==> config.mk <==
export PLATFORM = sky130hd
export DESIGN_NAME = bsc_axiu_hs_to_stream_packetizer
export DESIGN_NICKNAME = d
export VERILOG_FILES = /design/src/rtl/bsc_axiu_hs_to_stream_packetizer.sv
export SDC_FILE = /design/constraint.sdc
export NUM_CORES = 1
export LEC_CHECK = 0
export CAP_MARGIN = 20
export CORE_MARGIN = 2
export CORE_UTILIZATION = 30
export CTS_BUF_LIST = sky130_fd_sc_hd__clkbuf_8
export DETAILED_ROUTE_END_ITERATION = 16
export HOLD_SLACK_MARGIN = 0.02
export PLACE_DENSITY_LB_ADDON = 0.25
export SLEW_MARGIN = 40
export SYNTH_ARGS = -nofsm -noshare
export SYNTH_HDL_FRONTEND = slang
export SYNTH_SLANG_ARGS = --single-unit
export TNS_END_PERCENT = 10
==> constraint.sdc <==
create_clock -name aclk -period 4.5 [get_ports aclk]
set_input_delay 1.35 -clock aclk [delete_from_list [all_inputs] [get_ports aclk]]
set_output_delay 1.35 -clock aclk [all_outputs]
set_load 0.03 [all_outputs]
==> src/rtl/bsc_axiu_hs_to_stream_packetizer.sv <==
// bsc_axiu_hs_to_stream_packetizer
// Converts an HLS ap_hs output into a framed AXI4-Stream. Each packet starts
// with a header word (len = in_hs[15:0], id = in_hs[23:16]). The header is
// forwarded as a beat and is followed by len payload beats. tlast marks the
// final beat, and every beat of the packet carries tid = id. A 2-entry FIFO
// decouples in_hs_ap_ack from outStream_tready.
//
// Ports:
//   aclk, aresetn       clock, synchronous active-low reset
//   in_hs[63:0]         accelerator data
//   in_hs_ap_vld        accelerator data valid (held until acked)
//   in_hs_ap_ack        word accepted (depends on occupancy only)
//   outStream_tdata     stream data (head entry)
//   outStream_tvalid    stream valid (buffer non-empty)
//   outStream_tready    downstream ready
//   outStream_tlast     last beat of packet
//   outStream_tid       packet id
// Parameter USE_PACKET_FRAMING: 1 = header framing, 0 = every word is a
// single-beat packet with tlast=1, tid=0.
module bsc_axiu_hs_to_stream_packetizer #(
  parameter int unsigned USE_PACKET_FRAMING = 1
) (
  input  logic        aclk,
  input  logic        aresetn,
  input  logic [63:0] in_hs,
  input  logic        in_hs_ap_vld,
  output logic        in_hs_ap_ack,
  output logic [63:0] outStream_tdata,
  output logic        outStream_tvalid,
  input  logic        outStream_tready,
  output logic        outStream_tlast,
  output logic [7:0]  outStream_tid
);

  logic [1:0]  count;
  logic        wr_ptr;
  logic        rd_ptr;
  logic [63:0] mem_data [2];
  logic        mem_last [2];
  logic [7:0]  mem_tid  [2];

  logic        push;
  logic        pop;
  logic        in_last;
  logic [7:0]  in_tid;

  assign in_hs_ap_ack     = aresetn && (count != 2'd2);
  assign push             = in_hs_ap_vld && in_hs_ap_ack;
  assign outStream_tvalid = (count != 2'd0);
  assign pop              = outStream_tvalid && outStream_tready;

  assign outStream_tdata  = mem_data[rd_ptr];
  assign outStream_tlast  = mem_last[rd_ptr];
  assign outStream_tid    = mem_tid[rd_ptr];

  generate
    if (USE_PACKET_FRAMING != 0) begin : g_framing
      typedef enum logic {S_HEADER, S_PAYLOAD} state_t;

      state_t      state, state_nxt;
      logic [15:0] rem, rem_nxt;
      logic [7:0]  cur_tid, cur_tid_nxt;

      always_ff @(posedge aclk) begin
        if (!aresetn) begin
          state   <= S_HEADER;
          rem     <= '0;
          cur_tid <= '0;
        end else begin
          state   <= state_nxt;
          rem     <= rem_nxt;
          cur_tid <= cur_tid_nxt;
        end
      end

      // Tags for the word on in_hs are computed every cycle; state only
      // advances when that word is actually pushed.
      always_comb begin
        state_nxt   = state;
        rem_nxt     = rem;
        cur_tid_nxt = cur_tid;
        in_last     = 1'b1;
        in_tid      = '0;
        case (state)
          S_HEADER: begin
            in_tid = in_hs[23:16];
            if (in_hs[15:0] != 16'd0) begin
              in_last = 1'b0;
              if (push) begin
                rem_nxt     = in_hs[15:0];
                cur_tid_nxt = in_hs[23:16];
                state_nxt   = S_PAYLOAD;
              end
            end
          end
          S_PAYLOAD: begin
            in_tid  = cur_tid;
            in_last = (rem == 16'd1);
            if (push) begin
              rem_nxt = rem - 16'd1;
              if (rem == 16'd1) state_nxt = S_HEADER;
            end
          end
          default: state_nxt = S_HEADER;
        endcase
      end
    end else begin : g_flat
      assign in_last = 1'b1;
      assign in_tid  = '0;
    end
  endgenerate

  // Side-band fields are cleared on reset so tlast/tid read 0 after reset.
  always_ff @(posedge aclk) begin
    if (!aresetn) begin
      count       <= '0;
      wr_ptr      <= 1'b0;
      rd_ptr      <= 1'b0;
      mem_last[0] <= 1'b0;
      mem_last[1] <= 1'b0;
      mem_tid[0]  <= '0;
      mem_tid[1]  <= '0;
    end else begin
      if (push) begin
        mem_last[wr_ptr] <= in_last;
        mem_tid[wr_ptr]  <= in_tid;
        wr_ptr           <= ~wr_ptr;
      end
      if (pop) rd_ptr <= ~rd_ptr;
      case ({push, pop})
        2'b10:   count <= count + 2'd1;
        2'b01:   count <= count - 2'd1;
        default: count <= count;
      endcase
    end
  end

  // push already implies aresetn high, so data needs no reset.
  always_ff @(posedge aclk) begin
    if (push) mem_data[wr_ptr] <= in_hs;
  end

endmodule
==> flow_metrics.tcl <==
set metrics [dict create \
    grt_use_total_pct 12.6 \
    cts.path.max_buffers 2 \
    core-area_um2 23300 \
    postCtsSetupBuffers 0 \
    p_per_area_nw_per_um2 485 \
    vias 4361 \
    layout.filler_cells 2188 \
    hold_path_startpoint "g_framing.cur_tid[2]" \
    max_cap_viol_count 0 \
    cts.sinks 176 \
    worstPathRequired_ps 3150 \
    yosys.cell_count.top_type "edfxtp_1" \
    cp_data_arrival_time_ps 2530 \
    worst_slew_margin_rel_pct 59.4 \
    clkLatencyLatePin_ps 460 \
    die-area_um2 24900 \
    hold_viol 0 \
    top_cell_type_by_total_area_after_synthesis "edfxtp_1" \
    fp.dieH_um 158 \
    globalplace.congestion 0.824 \
    peak_ir_drop_on_the_vdd_network_uv 275 \
    crit_path_max_incr_delay_ps 700 \
    htree_levels 4 \
    synth_top_area_share_pct 60.9 \
    grt_max_degree 65 \
    root_buffer_cell "clkbuf_8" \
    tns_setup_ps 0 \
    pre_cts_slack_ps 797 \
    synth-seq-area-share_pct 69.9 \
    final_critical_path_setup_slack_ps 622 \
    numCtsBuffers 17 \
    synth.cell_area_um2 7100 \
    mapped_cells 463 \
    initial_utilization_pct 30.4 \
    post_cts.resized_instances 0 \
    crit_path_cell_trace "buf_12 -> mux2_2 -> clkdlybuf4s50_1" \
    synthesized_area_per_cell_um2 15.3 \
    ant_nets 0 \
    timing.hold.worst.class "reg2reg" \
    avgViaCountPerCell 4.63 \
    crit-reg2reg-launch "count[0]" \
    clkTransAtPathRegs_ps 100 \
    asyncSetResetFlopFracSynth_pct 0 \
    p_leak_nw 3.06 \
    wire_length_of_the_first_global_routing_pass_um 23700 \
    setup_viol 0 \
    post_drt_wl_per_cell_um 16.8 \
    regToRegEndpoint "mem_data[1][62]" \
    cpLargestDelayFamily "buffers and inverters" \
    worstSetupEndpoint "outStream_tdata[13]" \
    critical_path_cell_count 3 \
    synth-seq-cells 176 \
    wirelength_um 15900 \
    finalPower_mw 4.50 \
    fin_crit_ps 3880 \
    crit_path_top_delay_cell "dfxtp_4" \
    dp.cells 908 \
    hold_buffers 0 \
    critical_path_buf_inv_count 2 \
    timing.setup.critical_path_class "reg2out" \
    grt-ovfl-total 0 \
    num-nets-final 679 \
    grt_pass1_vias 4339 \
    drt_iter0_markers 292 \
    critical_path_fanout_max 42 \
    num_rows 56 \
    cts_tree "done" \
    setup_repair_after_global_routing_missed_its_margin "no" \
    syn_nets 534 \
    fin_skew_ps 17.0 \
    synthDistinctLibCells 52 \
    length_in_cells_of_the_worst_reg_to_reg_path 5 \
    drt_pass1_iterations 4 \
    critical_path.endpoint_type "output port" \
    synth.area.top_cells "edfxtp_1, mux2_2, dfxtp_1" \
    dp.final_hpwl_um 10400 \
    antenna_found_initial 1 \
    synth-edff-count 144 \
    ff2ff_setup_slack_ps 2300 \
    min_period_over_period_pct 86.2 \
    die_w_um 158 \
    worstSetupStartpointType "register" \
    highest_clock_frequency_the_design_can_meet_mhz 258 \
    multi_input_comb_area_um2 1960 \
    layoutNonFillerInstCount 941 \
    remaining_drc_errors 0 \
    outcome "completed" \
    final-max-slew-violation-count 0 \
    layout-area-overhead-vs-synth_pct 30.7 \
    port_buffers 142 \
    area.sequential_um2 4970 \
    synth-warning-count 0 \
    timing_worst_slew_pin_value_ps 608 \
    synth_common_cells "edfxtp_1, mux2_2, nand2_1" \
    ios 143 \
    dominantRegCellSynth "edfxtp_1" \
    layout-drive-gt1-share_pct 20.1 \
]
==> how the worst min path moves through the flow <==
stage                                 to  slack (ps)  cells after the start
floorplan           g_framing.cur_tid[0]         430                      2
global placement    g_framing.cur_tid[6]         440                      2
detailed placement  g_framing.cur_tid[1]         450                      2
CTS                 g_framing.cur_tid[1]         460                      2
global route        g_framing.cur_tid[0]         490                      2
finish              g_framing.cur_tid[2]         460                      2
==> through the flow <==
stage	hold slack, ps	util, %	cell area [µm²]
final	459	39.8	9280
after global routing	488	39.8	9280
after CTS	462	39.7	9270
after detailed placement	449	38.1	8880
after global placement	439	38.1	8880
after floorplan	435	-	7100
==> cell type report <==
type                            count  share of cell area (%)
Inverter                            9                   0.391
Clock buffer                       17                    2.52
Multi-Input combinational cell    254                    21.1
Timing Repair Buffer              150                    16.3
Sequential cell                   176                    53.6
Clock inverter                     15                    1.71
Tap cell                          319                    4.30
Antenna cell                        1                  0.0270
==> where the power goes <==
group          total, mW  leakage [nW]  switching, mW  internal (mW)
logic               1.41          1.26          0.762          0.650
registers           2.00          1.60          0.103           1.89
clock network       1.09         0.194          0.594          0.499
==> cells by family (layout without fill, tap and decap cells) <==
kind of cell               after synthesis  count (layout)  share of synthesized area [%]
and+or+nand+nor                        101             101                           7.60
buffers and inverters                   33             191                           2.43
muxes                                   83              83                           13.0
adders and majority gates                3               3                          0.529
xor gates and xnor gates                 3               3                          0.370
AOI/OAI and AO/OA                       64              64                           6.13
other                                    0               1                              0
DFF                                    176             176                           69.9
==> worst register-to-register path: stages, from the launching register on <==
cell and delay (ps):
dfxtp_1 410, nand2b_1 130, and3_1 400, nand2_1 340, inv_2 150, buf_12 300
==> cell usage in the layout (no fill, tap or decap), drive strengths merged, types with 7 or more instances in the layout <==
master / count
dfxtp: 32
a21boi: 15
nor2: 22
mux2i: 10
inv: 14
nand3: 7
clkdlybuf4s50: 141
o21ai: 10
nor4: 7
a21oi: 15
mux2: 73
nand2: 36
edfxtp: 144
buf: 9
clkbuf: 17
nor3: 7
==> per-layer routing <==
metal / part of all wire [%] / up-vias / track usage, %
met3: 6.0 / 23 / 3.09
met1: 44 / 2155 / 16.1
met4: 2.3 / 0 / 5.67
met2: 48 / 147 / 20.2
li1: - / 2036 / -
met5: 0 / - / 0
==> registers in the layout, indices dropped and copies added, names as in the netlist, named ones only <==
| name | cells |
|---|---|
| mem_data | 128 |
| g_framing.rem | 16 |
| mem_tid | 16 |
| g_framing.cur_tid | 8 |
| count | 2 |
| mem_last | 2 |
| g_framing.state | 1 |
| rd_ptr | 1 |
| wr_ptr | 1 |
Note: power is estimated with default switching activity, not from simulation.
